--- config.mk ---
export PLATFORM = sky130hd
export DESIGN_NAME = input_cond
export DESIGN_NICKNAME = d
export VERILOG_FILES = /design/src/rtl/input_cond.sv
export SDC_FILE = /design/constraint.sdc
export NUM_CORES = 1
export LEC_CHECK = 0
export CORE_UTILIZATION = 65
export CTS_BUF_LIST = sky130_fd_sc_hd__clkbuf_2
export DETAILED_ROUTE_END_ITERATION = 16
export DONT_BUFFER_PORTS = 1
export MAX_ROUTING_LAYER = met4
export PLACE_DENSITY_LB_ADDON = 0.1
export SYNTH_ARGS = -nofsm -noshare
export SYNTH_HDL_FRONTEND = slang
export SYNTH_SLANG_ARGS = --single-unit
--- constraint.sdc ---
create_clock -name clk -period 3 [get_ports clk]
set_input_delay 0.3 -clock clk [delete_from_list [all_inputs] [get_ports clk]]
set_output_delay 0.3 -clock clk [all_outputs]
set_load 0.05 [all_outputs]
--- src/rtl/input_cond.sv ---
// Multi-channel input conditioner: synchroniser chain, per-channel debounce, edge pulses.
// Latency: a stable input reaches out after SYNC_STAGES+DEBOUNCE edges, and its rise/fall pulse comes on the same edge.
// Backpressure: none; the block is free-running and samples every cycle.
module input_cond #(
    parameter int WIDTH       = 4,
    parameter int SYNC_STAGES = 2,
    parameter int DEBOUNCE    = 4
) (
    input  logic             clk,
    input  logic             rst,
    input  logic [WIDTH-1:0] in,
    output logic [WIDTH-1:0] out,
    output logic [WIDTH-1:0] rise,
    output logic [WIDTH-1:0] fall,
    output logic             any_edge
);

    localparam int CW = $clog2(DEBOUNCE + 1);
    localparam logic [CW-1:0] CNT_MAX = CW'(DEBOUNCE - 1);

    logic [WIDTH-1:0] sync_q [SYNC_STAGES];
    logic [WIDTH-1:0] sync;
    logic [CW-1:0]    cnt      [WIDTH];
    logic [CW-1:0]    cnt_nxt  [WIDTH];
    logic [WIDTH-1:0] out_nxt;
    logic [WIDTH-1:0] rise_nxt;
    logic [WIDTH-1:0] fall_nxt;

    assign sync = sync_q[SYNC_STAGES-1];

    always_ff @(posedge clk or negedge rst) begin
        if (!rst) begin
            for (int s = 0; s < SYNC_STAGES; s++) begin
                sync_q[s] <= '0;
            end
        end else begin
            sync_q[0] <= in;
            for (int s = 1; s < SYNC_STAGES; s++) begin
                sync_q[s] <= sync_q[s-1];
            end
        end
    end

    // A channel's count only advances while its synchronised level disagrees with out;
    // any agreement drops it back to zero so a new mismatch must restart the full run.
    always_comb begin
        out_nxt  = out;
        rise_nxt = '0;
        fall_nxt = '0;
        for (int i = 0; i < WIDTH; i++) begin
            cnt_nxt[i] = '0;
            if (sync[i] != out[i]) begin
                if (cnt[i] == CNT_MAX) begin
                    out_nxt[i]  = sync[i];
                    rise_nxt[i] = sync[i];
                    fall_nxt[i] = ~sync[i];
                end else begin
                    cnt_nxt[i] = cnt[i] + CW'(1);
                end
            end
        end
    end

    always_ff @(posedge clk or negedge rst) begin
        if (!rst) begin
            for (int i = 0; i < WIDTH; i++) begin
                cnt[i] <= '0;
            end
            out      <= '0;
            rise     <= '0;
            fall     <= '0;
            any_edge <= 1'b0;
        end else begin
            for (int i = 0; i < WIDTH; i++) begin
                cnt[i] <= cnt_nxt[i];
            end
            out      <= out_nxt;
            rise     <= rise_nxt;
            fall     <= fall_nxt;
            any_edge <= |(rise_nxt | fall_nxt);
        end
    end

endmodule

### After elaboration in Yosys (flattened, before gate mapping)

Index checks and enable logic that the tools add are counted.

* reductions and logical operators: 5
* add/subtract/negate cells: 4
* eq/ne operators: 8
* bitwise gates (word level): 5
* muxes and demuxes: 24

Operators with widths (count)
* $mux W3: 8
* $mux W1: 16
* $add A3 B1 Y3 const B: 4
* $eq A3 B2 Y1 const B: 4
* $reduce_and A2 Y1: 4
* $ne A1 B1 Y1: 4
* $not A1 Y1: 4
* $or A4 B4 Y4: 1
* $reduce_or A4 Y1: 1

* flip-flop bits (word level): 33
* bits of input ports: 6
* output and inout port bits: 13
* logic and storage cells: 59

### Logic depth before layout (Yosys ltp)

Gate-level depths: netlist of run 1.

* word-level depth: 5
* mapped depth: 4
* mapped depth without buffers: 4

### Worst setup path after synthesis of run 1

No wires, ideal clock.

* path type: register to register
* from: register out[3]
* to: register any_edge
* setup slack: 1.706 ns
* required time: 2.855 ns
* data arrival time: 1.149 ns
* path buffers: 0
* clock period less this slack: 1.294 ns
* cell stages (with the launch flop): 4
* library setup time: 0.145 ns
* cell sequence: dfrtp_1 xor2_1 a32oi_1 o221ai_1

* word-level cells in the longest chain between the ends: 4
* elaborated cells between the ends (all ways): 5
* those cells by class: eq/ne: 1; mux: 2; bitwise: 1; reduce/logical: 1

RTL lines
* from (decl): line 12 `output logic [WIDTH-1:0] out,`
* from (signal assigned): line 77 `out <= out_nxt;`
* $ne A1 B1 Y1 *: line 52 `if (sync[i] != out[i]) begin`
* $mux W1: line 52
* $or A4 B4 Y4 *: line 80 `any_edge <= |(rise_nxt | fall_nxt);`
* $reduce_or A4 Y1 *: line 80
* to (signal assigned): line 80
* to (decl): line 15 `output logic any_edge`

Mark *: on every way between the ends. The rest lies on a longest branch, timed or not.
A chain may end at the register's enable or synchronous reset.

### Final worst setup path of run 1

Ends and elaborated chain as after synthesis.

==> results.cfg, run 1 <==
[outcome]
outcome = finished clean

[global_route]
busiest_layer = met2
grt_util_met3 = 0.118
grt_pass1_vias = 648
gr-total-overflow = 0
grt_pass1_wl_mm = 2.73
grt_util_met2 = 0.309
grt_max_degree = 34
use_met1 = 0.256
antenna_found_initial = 0
grtUsageTotal = 0.217

[final_layout]
fill_cells = 90
multiInputGateArea_um2 = 340
nNetsFinal = 104
final_common_cell = dfrtp_1
drive_gt1_frac = 0.105
instances_no_fill = 119
layout_common_cells = dfrtp_1, nor3b_1, nand2_1, clkbuf_2, dlygate4sd3_1
synthToLayoutAreaGrowth_pct = 11.8
insertedDiodeCount = 0
ff_latch_area_um2 = 826

[synthesis]
seq_area_frac_synth = 0.706
syn-cell-area_mm2 = 0.00117
synth_edf_count = 0
syn_area_per_cell_um2 = 14.4
synth-seq-cells = 33
synthFlopType = dfrtp_1
yosysWarnings = 0
ys_top_cells_by_area = dfrtp_1, nor3b_1, ha_1
yosysTopAreaCell = dfrtp_1
postSynth.asyncResetShare = 1.00
synth_cell_types = 17
synth_fp_nets = 91
synth_cells = 81
yosysTopAreaCellShare = 0.706

[worst_setup_path]
reg2reg_slack_ns = 1.56
slowest_stage = dfrtp_1
worst_setup_path_start_kind = flop
path_cells = xor2_1 > a32oi_1 > o221ai_1
critPathMaxFanout = 5
critPathRequiredTime_ns = 3.23
critical-path-max-stage-delay_ns = 0.73
cp_data_arrival_time_ns = 1.67
crit_type = flop to flop
end_kind = flop

[clock_tree]
postCtsSetupBuffers = 0
hold_buffers = 6
clk_latency_ns = 0.35
cts_tree = built
numCtsBuffers = 5
cts.repair.resized = 0
cts.sinks = 33
htreeDepth = 2
cts_buffer_depth = 2
clkTransAtPathRegs_ns = 0.15
clock-root-buffer = clkbuf_2

[sta]
fin_crit_sh = 0.480
rsz0062_at_grt = no
hold_viol_final = 0
max_freq_mhz = 695
whs_ns = 0.358
layout_min_cycle_time_ns = 1.44
clock_skew_ns = 0.0140
worst_slew_pin_slew_ns = 0.562
setup_viol = 0
final_max_slew_viol_count = 0
tns_ns = 0
slew_headroom = 0.625

[floorplanning]
pin_count = 19
initial_utilization = 0.734
rows = 14
coreArea_mm2 = 0.00159
die_area_mm2 = 0.00197
dieWidth_um = 44.4
die_y_um = 44.4

[drt]
final_antenna_net_count = 0
wirelength_mm = 1.62
vias_per_cell = 5.41
drcViolationCount = 0
drt_iter0_markers = 13
wire_per_inst_um = 13.6
vias = 644
drt_pre_antenna_iters = 4

[placement]
hpwl_mm = 1.09
gp_congestion = 0.766
portBuffers = 0
dpl.cell_count = 105

[pwr]
power.density_mw_per_mm2 = 858
peakVddDrop_uv = 684
power_leakage_nw = 0.627

[run]
cap_violations = 0

[hold_path]
hold_class = input pin to asynchronous set/reset pin
layer usage:
metal | share of wire | routed length (um)
met1 | 0.42 | 676
met2 | 0.50 | 803
met3 | 0.064 | 104
met4 | 0.019 | 31
met5 | 0 | 0
path summary, 6_finish.rpt:
kind,cells after the start,to,startpoint
setup reg to reg,3,any_edge,out[3]
hold / removal,2,sync[3],rst
hold reg to reg,0,sync[3],sync_q[7]
min in group clk,0,sync[3],sync_q[7]
setup / recovery,3,any_edge,out[3]
max in group asynchronous,2,sync_q[5],rst
synthesized netlist by cell type (2+ instances only):
master    instances
and3_1            2
dfrtp_1          33
ha_1              4
mux2_2            2
nand2_1           8
nand2b_1          4
nor2_1            2
nor2b_1           3
nor3_1            2
nor3b_1          12
xnor2_1           2
xor2_1            2
through the flow:
step | power, mW | setup WS [ns] | util | cell area [um^2]
floorplan | 0.879 | 1.71 | - | 1170
global placement | 0.915 | 1.64 | 0.753 | 1200
detailed placement | 0.933 | 1.55 | 0.753 | 1200
CTS | 1.13 | 1.54 | 0.820 | 1310
global route | 1.20 | 1.48 | 0.820 | 1310
finish | 1.12 | 1.56 | 0.820 | 1310
cell families after synthesis:
| group | synth area share |
|---|---|
| AOI/OAI and AO/OA | 0.0150 |
| xor gates and xnor gates | 0.0300 |
| adders and majority gates | 0.0428 |
| buffers and inverters | 0.00321 |
| DFF | 0.706 |
| muxes | 0.0192 |
| and+or+nand+nor | 0.184 |
critical path: cells and delay by family (launching register included):
kind | cells | cell delay, ns
DFF | 1 | 0.73
xor gates and xnor gates | 1 | 0.20
AOI/OAI and AO/OA | 2 | 0.39
layout make-up:
| class | instances | share of cell area |
|---|---|---|
| Multi-Input combinational cell | 47 | 0.260 |
| Tap cell | 24 | 0.0230 |
| Inverter | 1 | 0.00287 |
| Clock buffer | 5 | 0.0191 |
| Timing Repair Buffer | 6 | 0.0536 |
| Clock inverter | 3 | 0.00957 |
| Sequential cell | 33 | 0.632 |
power by group:
group	total [mW]	switching [mW]	internal, mW
Sequential	0.729	0.202	0.527
Clock	0.185	0.134	0.0509
Combinational	0.208	0.105	0.103
registers in the layout, indices dropped and copies added (netlist names):
register / cells
fall: 4
sync: 4
any_edge: 1
sync_q: 4
out: 4
rise: 4
cnt: 12
No activity file was read; power rests on OpenSTA's default activity.
==> run 2, diff against run 1 <==
--- a/config.mk
+++ b/config.mk
@@ -5,7 +5,7 @@
 export SDC_FILE = /design/constraint.sdc
 export NUM_CORES = 1
 export LEC_CHECK = 0
-export CORE_UTILIZATION = 65
+export CORE_UTILIZATION = 57
 export CTS_BUF_LIST = sky130_fd_sc_hd__clkbuf_2
 export DETAILED_ROUTE_END_ITERATION = 16
 export DONT_BUFFER_PORTS = 1
==> constraint.sdc (replaced) <==
create_clock -name clk -period 1.3 [get_ports clk]
set_input_delay 0.13 -clock clk [delete_from_list [all_inputs] [get_ports clk]]
set_output_delay 0.13 -clock clk [all_outputs]
set_load 0.05 [all_outputs]
==> results.cfg, run 2 (synthesis gave the netlist of run 1 again) <==
[final_layout]
largest_register_ffs = 12
insertedDiodeCount = 0
instances_no_fill = 127
synthToLayoutAreaGrowth_pct = 16.1
top_register = cnt
fin_util = 0.700
drive_gt1_frac = 0.170
layout_common_cells = dfrtp_1, nor3b_1, nand2_1
fill_cells = 140
final_common_cell = dfrtp_1
final_area_mm2 = 0.00136
nNetsFinal = 109

[drt]
drt_pre_antenna_iters = 4
final_antenna_net_count = 0
vias = 668
vias_per_cell = 5.26
drt_iter0_markers = 10
drcViolationCount = 0
wirelength_mm = 1.68
wire_per_inst_um = 13.2

[hold_path]
hold_class = input pin to asynchronous set/reset pin

[sta]
tns_ns = 0
slew_headroom = 0.698
setup_viol = 0
max_freq_mhz = 806
layout_min_cycle_time_ns = 1.24
hold_viol_final = 0
final_max_slew_viol_count = 0
fin_crit_sh = 0.954
clock_skew_ns = 0.0161
worst_slew_pin_slew_ns = 0.454
setup_ws_ns = 0.0595
whs_ns = 0.170

[placement]
hpwl_mm = 1.12
gp_congestion = 0.742
place_ws_ns = 0.0628
postPlaceCellArea_mm2 = 0.00124
dpl.cell_count = 113
portBuffers = 0

[global_route]
grt_pass1_vias = 641
antenna_found_initial = 0
grt_max_degree = 34
grt_pass1_wl_mm = 2.84
grtUsageTotal = 0.208
gr-total-overflow = 0

[floorplanning]
die_y_um = 47.3
die_area_mm2 = 0.00224
initial_utilization = 0.602
pin_count = 19
coreArea_mm2 = 0.00194
rows = 16
dieWidth_um = 47.3

[clock_tree]
cts_buffer_depth = 2
cts_tree = built
clkTransAtPathRegs_ns = 0.16
htreeDepth = 2
numCtsBuffers = 5
postCtsSetupBuffers = 0
clk_latency_ns = 0.36
cts.sinks = 33
clock-root-buffer = clkbuf_2

[worst_setup_path]
worst_setup_path_start_kind = flop
crit_type = flop to flop
end_kind = flop
critPathMaxFanout = 3
cp_data_arrival_time_ns = 1.48
critPathRequiredTime_ns = 1.54

[pwr]
power.total_mw = 2.71
peakVddDrop_uv = 1360
power.density_mw_per_mm2 = 1990
power_leakage_nw = 0.654

[run]
cap_violations = 0

[outcome]
outcome = finished clean
[run 2: changes by cell type in the layout (fill, tap and decap cells not counted), sizes merged]
cell  before  now
buf        1    6
[run 2: path summary, 6_finish.rpt]
kind	depth (start not counted)	slack, ns	from	to
min reg2reg	0	0.36	sync_q[6]	sync[2]
min in group clk	1	0.32	in[0]	sync_q[4]
max in group asynchronous	2	0.94	rst	rise[3]
min	2	0.17	rst	cnt[3]
max reg2reg	4	0.06	cnt[6]	any_edge
max	4	0.06	cnt[6]	any_edge
[run 2: area by class of cell]
| type | instances | area (um^2) | area share |
|---|---|---|---|
| Inverter | 1 | 3.75 | 0.00276 |
| Multi-Input combinational cell | 47 | 350 | 0.258 |
| Timing Repair Buffer | 11 | 108 | 0.0792 |
| Clock inverter | 3 | 12.5 | 0.00921 |
| Tap cell | 27 | 33.8 | 0.0249 |
| Clock buffer | 5 | 25.0 | 0.0184 |
| Sequential cell | 33 | 826 | 0.608 |
[run 2: report_power, final]
group | total, mW | internal (mW) | leakage [nW] | switching, mW
Clock | 0.444 | 0.118 | 0.0278 | 0.326
Sequential | 1.42 | 1.22 | 0.426 | 0.201
Combinational | 0.841 | 0.320 | 0.200 | 0.521
[run 2: critical path, stage by stage, from the launching register on]
cell and delay (ns):
dfrtp_1 0.41, ha_1 0.22, nor2b_2 0.18, a32oi_2 0.18
o221ai_1 0.15
[run 2: layer usage]
layer | vias up | track usage | wire length [um]
met4 | 0 | 0.0686 | 26
met3 | 4 | 0.115 | 99
li1 | 311 | - | -
met1 | 334 | 0.254 | 738
met2 | 19 | 0.290 | 811
met5 | - | - | 0
[run 2: repair_timing]
| item | in CTS | in global routing |
|---|---|---|
| setup endpoints to repair | 0 | 2 |
| hold buffers | 6 | 0 |
| gates resized for setup | 0 | 2 |
| endpoints found under the hold margin | 37 | 0 |
